$ cat src/rtl/rv32i_pc_alu_datapath_if.sv
// Signal bundle between the RV32I control/decode logic and the PC/ALU datapath.
// The datapath connects through the slave modport; the decode side uses master.
interface rv32i_pc_alu_datapath_if;
  logic        pc_en;
  logic [1:0]  pc_sel;
  logic [3:0]  alu_op;
  logic [31:0] op_a;
  logic [31:0] op_b;
  logic [31:0] imm_i;
  logic [31:0] imm_sb;
  logic [31:0] imm_uj;
  logic        branch_en;
  logic [2:0]  funct3;
  logic [31:0] pc;
  logic [31:0] pc_plus4;
  logic [31:0] pc_next;
  logic [11:0] imem_addr;
  logic [31:0] alu_result;
  logic        branch_taken;

  modport master (
    output pc_en, pc_sel, alu_op, op_a, op_b, imm_i, imm_sb, imm_uj,
           branch_en, funct3,
    input  pc, pc_plus4, pc_next, imem_addr, alu_result, branch_taken
  );

  modport slave (
    input  pc_en, pc_sel, alu_op, op_a, op_b, imm_i, imm_sb, imm_uj,
           branch_en, funct3,
    output pc, pc_plus4, pc_next, imem_addr, alu_result, branch_taken
  );
endinterface

$ cat src/rtl/rv32i_pc_alu_datapath.sv
// RV32I program counter, next-PC selection, branch compare and ALU.
// Only the PC is registered; every other output is combinational from pc and inputs.
module rv32i_pc_alu_datapath #(
  parameter logic [31:0] RESET_PC = 32'h0000_0000
) (
  input  logic clk,
  input  logic reset,
  rv32i_pc_alu_datapath_if.slave dp
);

  localparam logic [3:0] ALU_ADD    = 4'd0;
  localparam logic [3:0] ALU_SUB    = 4'd1;
  localparam logic [3:0] ALU_SLL    = 4'd2;
  localparam logic [3:0] ALU_SLT    = 4'd3;
  localparam logic [3:0] ALU_SLTU   = 4'd4;
  localparam logic [3:0] ALU_XOR    = 4'd5;
  localparam logic [3:0] ALU_SRL    = 4'd6;
  localparam logic [3:0] ALU_SRA    = 4'd7;
  localparam logic [3:0] ALU_OR     = 4'd8;
  localparam logic [3:0] ALU_AND    = 4'd9;
  localparam logic [3:0] ALU_PASS_B = 4'd10;

  localparam logic [1:0] SEL_SEQ    = 2'd0;
  localparam logic [1:0] SEL_JAL    = 2'd1;
  localparam logic [1:0] SEL_BRANCH = 2'd2;
  localparam logic [1:0] SEL_JALR   = 2'd3;

  logic [31:0] pc_q;
  logic [31:0] pc_plus4;
  logic [31:0] branch_target;
  logic [31:0] jal_target;
  logic [31:0] jalr_sum;
  logic [31:0] jalr_target;
  logic [31:0] pc_next;
  logic [31:0] alu_result;
  logic [4:0]  shamt;
  logic        cond_met;
  logic        branch_taken;

  // All address sums are plain 32-bit adds; wrap is intentional and no
  // misalignment check is made.
  assign pc_plus4      = pc_q + 32'd4;
  assign branch_target = pc_q + dp.imm_sb;
  assign jal_target    = pc_q + dp.imm_uj;
  assign jalr_sum      = dp.op_a + dp.imm_i;
  assign jalr_target   = {jalr_sum[31:1], 1'b0};

  always_comb begin
    cond_met = 1'b0;
    case (dp.funct3)
      3'b000:  cond_met = (dp.op_a == dp.op_b);
      3'b001:  cond_met = (dp.op_a != dp.op_b);
      3'b100:  cond_met = ($signed(dp.op_a) <  $signed(dp.op_b));
      3'b101:  cond_met = ($signed(dp.op_a) >= $signed(dp.op_b));
      3'b110:  cond_met = (dp.op_a <  dp.op_b);
      3'b111:  cond_met = (dp.op_a >= dp.op_b);
      default: cond_met = 1'b0;
    endcase
  end

  assign branch_taken = dp.branch_en & cond_met;

  always_comb begin
    pc_next = pc_plus4;
    case (dp.pc_sel)
      SEL_SEQ:    pc_next = pc_plus4;
      SEL_JAL:    pc_next = jal_target;
      SEL_BRANCH: pc_next = branch_taken ? branch_target : pc_plus4;
      SEL_JALR:   pc_next = jalr_target;
      default:    pc_next = pc_plus4;
    endcase
  end

  assign shamt = dp.op_b[4:0];

  always_comb begin
    alu_result = 32'h0;
    case (dp.alu_op)
      ALU_ADD:    alu_result = dp.op_a + dp.op_b;
      ALU_SUB:    alu_result = dp.op_a - dp.op_b;
      ALU_SLL:    alu_result = dp.op_a << shamt;
      ALU_SLT:    alu_result = {31'd0, $signed(dp.op_a) < $signed(dp.op_b)};
      ALU_SLTU:   alu_result = {31'd0, dp.op_a < dp.op_b};
      ALU_XOR:    alu_result = dp.op_a ^ dp.op_b;
      ALU_SRL:    alu_result = dp.op_a >> shamt;
      ALU_SRA:    alu_result = $unsigned($signed(dp.op_a) >>> shamt);
      ALU_OR:     alu_result = dp.op_a | dp.op_b;
      ALU_AND:    alu_result = dp.op_a & dp.op_b;
      ALU_PASS_B: alu_result = dp.op_b;
      default:    alu_result = 32'h0;
    endcase
  end

  // Reset wins over pc_en so a mid-stream reset drops whatever pc_next was pending.
  always_ff @(posedge clk) begin
    if (reset) begin
      pc_q <= RESET_PC;
    end else if (dp.pc_en) begin
      pc_q <= pc_next;
    end
  end

  assign dp.pc           = pc_q;
  assign dp.pc_plus4     = pc_plus4;
  assign dp.pc_next      = pc_next;
  assign dp.imem_addr    = pc_q[13:2];
  assign dp.alu_result   = alu_result;
  assign dp.branch_taken = branch_taken;

endmodule

$ cat src/flat_wrapper.sv
// flat-port wrapper written by rule: the top's interface ports become plain ports
module rv32i_pc_alu_datapath_flat 
#(
  parameter logic [31:0] RESET_PC = 32'h0000_0000
)
  (clk, reset, dp_pc_en, dp_pc_sel, dp_alu_op, dp_op_a, dp_op_b, dp_imm_i, dp_imm_sb, dp_imm_uj, dp_branch_en, dp_funct3, dp_pc, dp_pc_plus4, dp_pc_next, dp_imem_addr, dp_alu_result, dp_branch_taken);
  rv32i_pc_alu_datapath_if dp_i ();
  input  logic clk;
  input  logic reset;
  input wire logic [$bits(dp_i.pc_en)-1:0] dp_pc_en;
  input wire logic [$bits(dp_i.pc_sel)-1:0] dp_pc_sel;
  input wire logic [$bits(dp_i.alu_op)-1:0] dp_alu_op;
  input wire logic [$bits(dp_i.op_a)-1:0] dp_op_a;
  input wire logic [$bits(dp_i.op_b)-1:0] dp_op_b;
  input wire logic [$bits(dp_i.imm_i)-1:0] dp_imm_i;
  input wire logic [$bits(dp_i.imm_sb)-1:0] dp_imm_sb;
  input wire logic [$bits(dp_i.imm_uj)-1:0] dp_imm_uj;
  input wire logic [$bits(dp_i.branch_en)-1:0] dp_branch_en;
  input wire logic [$bits(dp_i.funct3)-1:0] dp_funct3;
  output wire logic [$bits(dp_i.pc)-1:0] dp_pc;
  output wire logic [$bits(dp_i.pc_plus4)-1:0] dp_pc_plus4;
  output wire logic [$bits(dp_i.pc_next)-1:0] dp_pc_next;
  output wire logic [$bits(dp_i.imem_addr)-1:0] dp_imem_addr;
  output wire logic [$bits(dp_i.alu_result)-1:0] dp_alu_result;
  output wire logic [$bits(dp_i.branch_taken)-1:0] dp_branch_taken;
  assign dp_i.pc_en = dp_pc_en;
  assign dp_i.pc_sel = dp_pc_sel;
  assign dp_i.alu_op = dp_alu_op;
  assign dp_i.op_a = dp_op_a;
  assign dp_i.op_b = dp_op_b;
  assign dp_i.imm_i = dp_imm_i;
  assign dp_i.imm_sb = dp_imm_sb;
  assign dp_i.imm_uj = dp_imm_uj;
  assign dp_i.branch_en = dp_branch_en;
  assign dp_i.funct3 = dp_funct3;
  assign dp_pc = dp_i.pc;
  assign dp_pc_plus4 = dp_i.pc_plus4;
  assign dp_pc_next = dp_i.pc_next;
  assign dp_imem_addr = dp_i.imem_addr;
  assign dp_alu_result = dp_i.alu_result;
  assign dp_branch_taken = dp_i.branch_taken;
  rv32i_pc_alu_datapath #(.RESET_PC(RESET_PC)) u_core (.clk(clk), .reset(reset), .dp(dp_i));
endmodule
$ cat config.mk
export PLATFORM = sky130hd
export DESIGN_NAME = rv32i_pc_alu_datapath_flat
export DESIGN_NICKNAME = d
export VERILOG_FILES = /design/src/rtl/rv32i_pc_alu_datapath_if.sv /design/src/rtl/rv32i_pc_alu_datapath.sv /design/src/flat_wrapper.sv
export SDC_FILE = /design/constraint.sdc
export NUM_CORES = 1
export LEC_CHECK = 0
export CAP_MARGIN = 20
export CORE_MARGIN = 1.5
export CORE_UTILIZATION = 30
export DETAILED_ROUTE_END_ITERATION = 12
export DONT_BUFFER_PORTS = 1
export SLEW_MARGIN = 20
export SYNTH_ARGS = -nofsm -noshare
export SYNTH_HDL_FRONTEND = slang
export SYNTH_SLANG_ARGS = --single-unit
$ cat constraint.sdc
create_clock -name clk -period 8.8 [get_ports clk]
set_input_delay 2.2 -clock clk [delete_from_list [all_inputs] [get_ports clk]]
set_output_delay 2.2 -clock clk [all_outputs]
set_load 0.05 [all_outputs]
==> summary.md <==
| Metric | Value |
|---|---|
| Drt first pass iters | 8 |
| CTS H-tree depth | 2 |
| Tot GR Track Use | 0.281 |
| Most frequent cell after synthesis | nor2_1 |
| # setup viols final | 0 |
| Syn_area_per_cell | between 6 and 7 um2 |
| Max reg flops | 32 |
| Final instance area | between 15000 and 20000 um2 |
| Worst-path maximum fanout | 15 |
| First-pass GRT wire length | roughly 130000 um |
| FF+latch count, synth | 32 |
| CTS tree | built |
| Crit end category | output pin |
| CP Launch Type | input port |
| Netlist Area Pre-Place | ~17000 um2 |
| R2R depth | 11 |
| Hold_buf cts | 0 |
| Synth top cells by count | nor2_1 (260), nand2_1 (215), a21oi_1 (195) |
| Routed Antenna Nets | 0 |
| Sw Pwr | 1190 uW |
| Layout area overhead | 7.51% |
| Crit-path most repeated cell | inv_1 |
| Max incr delay on CP | about 0.53 ns |
| Die extent in x | ~240 um |
| Largest net degree at the start of global routing | around 80 |
| Die ar. | between 50000 and 60000 um2 |
| Mapped Nets | 2814 |
| Clock sinks | 32 |
| Area post-placement | roughly 18000 um2 |
| Crit path DAT | 6.24 ns |
| Nets | 2774 |
| Pre-CTS setup slack | between 0.4 and 0.5 ns |
| RD Place Congestion | approximately 1.0 |
| Num CTS Buffers | 5 |
| Via Count | around 20000 |
| Worst-Skew Late Latency | between 0.2 and 0.3 ns |
| Clk_skew | ~0.0035 ns |
| Synth area leaders | ha_1 (14%), mux4_2 (6.1%), a21oi_1 (5.7%) |
| Root Driver | clkbuf_16 |
| Routed WL | between 80000 and 90000 um |
| Post-synthesis async set-or-reset flop share | 0 |
| Clock Power Share | 0.096 |
| Worst Hold Class | reg -> reg |
| Tcrit/Tclk final | 0.959 |
| Post-placement cell count | ~3200 |
| Sequential area share after synthesis | 0.0375 |
| Critical path origin | dp_op_a[0] |
| Required time of the critical path | roughly 6.6 ns |
| Cell Int Power | between 700 and 800 uW |
| Avg WL per Cell | about 27 um |
| CTS Buffer Depth | 2 |
| Comb pwr share | 0.794 |
| Crit-path slowest cell | o31ai_1 |
| EDFF count, synth | 0 |
| Share of layout cells above drive strength 1 | 0.106 |
| Port-buffer cells | 0 |
| Ys Warns | 0 |
| Pins over their slew limit | 0 |
| I/O pin count | approximately 310 |
| CP Capture Point | dp_pc_next[14] |
| Status | complete, no violations |
| Leakage | 0.00762 uW |
| Reg-to-reg endpoint | u_core.dp.pc[29]$_SDFFE_PP0P_ |
| Cell Count, Final, Fillers Out | around 3200 |
| Pwr Density | around 110 nW/um2 |
| Hpwl dp | 69500 um |
| VDD IR max | 87.3 uV |
| Crit Path Category | in -> out |
| Slew headroom | 0.240 |
| Fin Setup TNS | 0 ns |
| Vias per cell | 6.40 |
| FF-to-FF setup slack | between 4 and 5 ns |
| Top FF cell, synth | dfxtp_1 |
| Least-Margin Pin Slew | around 1.1 ns |
| Setup bufs post-CTS | 0 |
| Hold Vio Cnt, Final | 0 |
| Leading area contributor after synthesis | ha_1 |
| Yosys top cell area share | 0.139 |
| Distinct cell type count after synthesis | 100 |
| Worst setup slack after layout | about 0.36 ns |
| Die height | about 240 um |
| Minimum clock period | roughly 8.4 ns |
| CTS clk-pin slew, worst paths | approximately 0.060 ns |
| GR Overflow Total | 0 |
| Peak Freq | between 0.1 and 0.15 GHz |
| Post-route DRC violation count | 0 |
| Cells after synthesis | around 2400 |
| CP Cell Sequence | inv_1 -> ha_1 -> inv_1 -> fa_1 -> nor3b_1 -> o31ai_1 -> nand3_1 -> a32oi_4 -> nand4_1 -> a21oi_1 -> nand3_4 -> inv_4 -> mux2_2 -> or2_2 |
| Initial DRC count | roughly 2200 |
| R2r startpoint | u_core.dp.pc[3]$_SDFFE_PP0P_ |
| Unrepaired setup endpoints after global routing | no |
| Number of global-route vias before repair | between 15000 and 20000 |
| Net Sw Frac | 0.601 |
| Part of the power in registers | 0.109 |
| # rows | 87 |
| Post_cts resized | 0 |
| Initial Utilization | 0.303 |
| Number of max-cap violations | 0 |
| Antenna violations before repair | 6 |
| Core area | approximately 56000 um2 |
-- worst min path at each step --
stage	start	endpoint	slack [ns]	cells after the start
6_report	u_core.dp.pc[0]$_SDFFE_PP0P_	u_core.dp.pc[0]$_SDFFE_PP0P_	0.74	3
5_1_grt	u_core.dp.pc[0]$_SDFFE_PP0P_	u_core.dp.pc[0]$_SDFFE_PP0P_	0.79	3
4_1_cts	u_core.dp.pc[0]$_SDFFE_PP0P_	u_core.dp.pc[0]$_SDFFE_PP0P_	0.76	3
3_5_place_dp	u_core.dp.pc[0]$_SDFFE_PP0P_	u_core.dp.pc[0]$_SDFFE_PP0P_	0.75	3
3_3_place_gp	u_core.dp.pc[0]$_SDFFE_PP0P_	u_core.dp.pc[0]$_SDFFE_PP0P_	0.74	3
2_1_floorplan	u_core.dp.pc[31]$_SDFFE_PP0P_	u_core.dp.pc[31]$_SDFFE_PP0P_	0.75	2
-- cells in the final DEF (no fill, tap or decap), types with 28 or more instances in the layout --
cell / netlist / routed
a21o_1: 47 / 47
xnor2_1: 55 / 55
mux4_2: 46 / 46
dfxtp_1: 32 / 32
buf_4: 16 / 111
a211oi_1: 54 / 54
a31oi_1: 44 / 44
xor2_1: 46 / 46
a221oi_1: 29 / 29
a21oi_1: 195 / 195
nor2_1: 260 / 260
o211ai_1: 35 / 35
nor3_1: 64 / 58
o21ai_0: 181 / 172
inv_1: 127 / 127
nand2_1: 215 / 215
o21a_1: 28 / 28
nand3_1: 71 / 71
nand4_1: 34 / 34
ha_1: 190 / 190
mux2i_1: 47 / 47
-- power by group through the flow --
stage               clock network, uW  logic [uW]  registers, uW
global route                      193        1670            217
global placement                    0        1540            218
finish                            191        1570            217
CTS                               190        1540            215
detailed placement                  0        1530            218
floorplan                           0        1160            234
-- worst max-delay path, delay by kind of cell --
family	cells	cell delay, ns
multiplexers	1	0.38
adder cells (fa/ha/maj)	2	0.57
AO/OA/AOI/OAI	3	1.24
buffers and inverters	3	0.42
AND/OR/NAND/NOR	5	1.40
-- layout make-up --
cell class | count | area (um2)
antenna | 4 | 10.0
clock buffer | 6 | 139
clock inverter | 2 | 10.0
fill | 6176 | 37900
inverter | 131 | 494
multi-input combinational | 2123 | 15200
sequential | 32 | 641
tap | 756 | 946
timing repair buffer | 113 | 873
-- cell families after synthesis --
group,after synthesis,share of synthesized area
xor gates and xnor gates,101,0.0518
muxes,113,0.102
and+or+nand+nor,829,0.233
buffers and inverters,291,0.0755
AOI/OAI and AO/OA,885,0.355
adders and majority gates,195,0.145
DFF,32,0.0375
-- through the flow --
step                      utilization  power, uW  hold WS, ns
final                           0.326       1980        0.744
after global routing            0.326       2080        0.788
after floorplan                     -       1390        0.749
after global placement          0.323       1760        0.742
after detailed placement        0.323       1750        0.749
after CTS                       0.326       1950        0.757
-- routing by layer --
metal	global-route usage	vias up	wire length [um]
li1	-	9198	-
met1	0.354	9617	34300
met2	0.451	1230	38400
met3	0.0678	229	9330
met4	0.130	6	4670
met5	0	-	40
No activity file was read; power rests on OpenSTA's default activity.
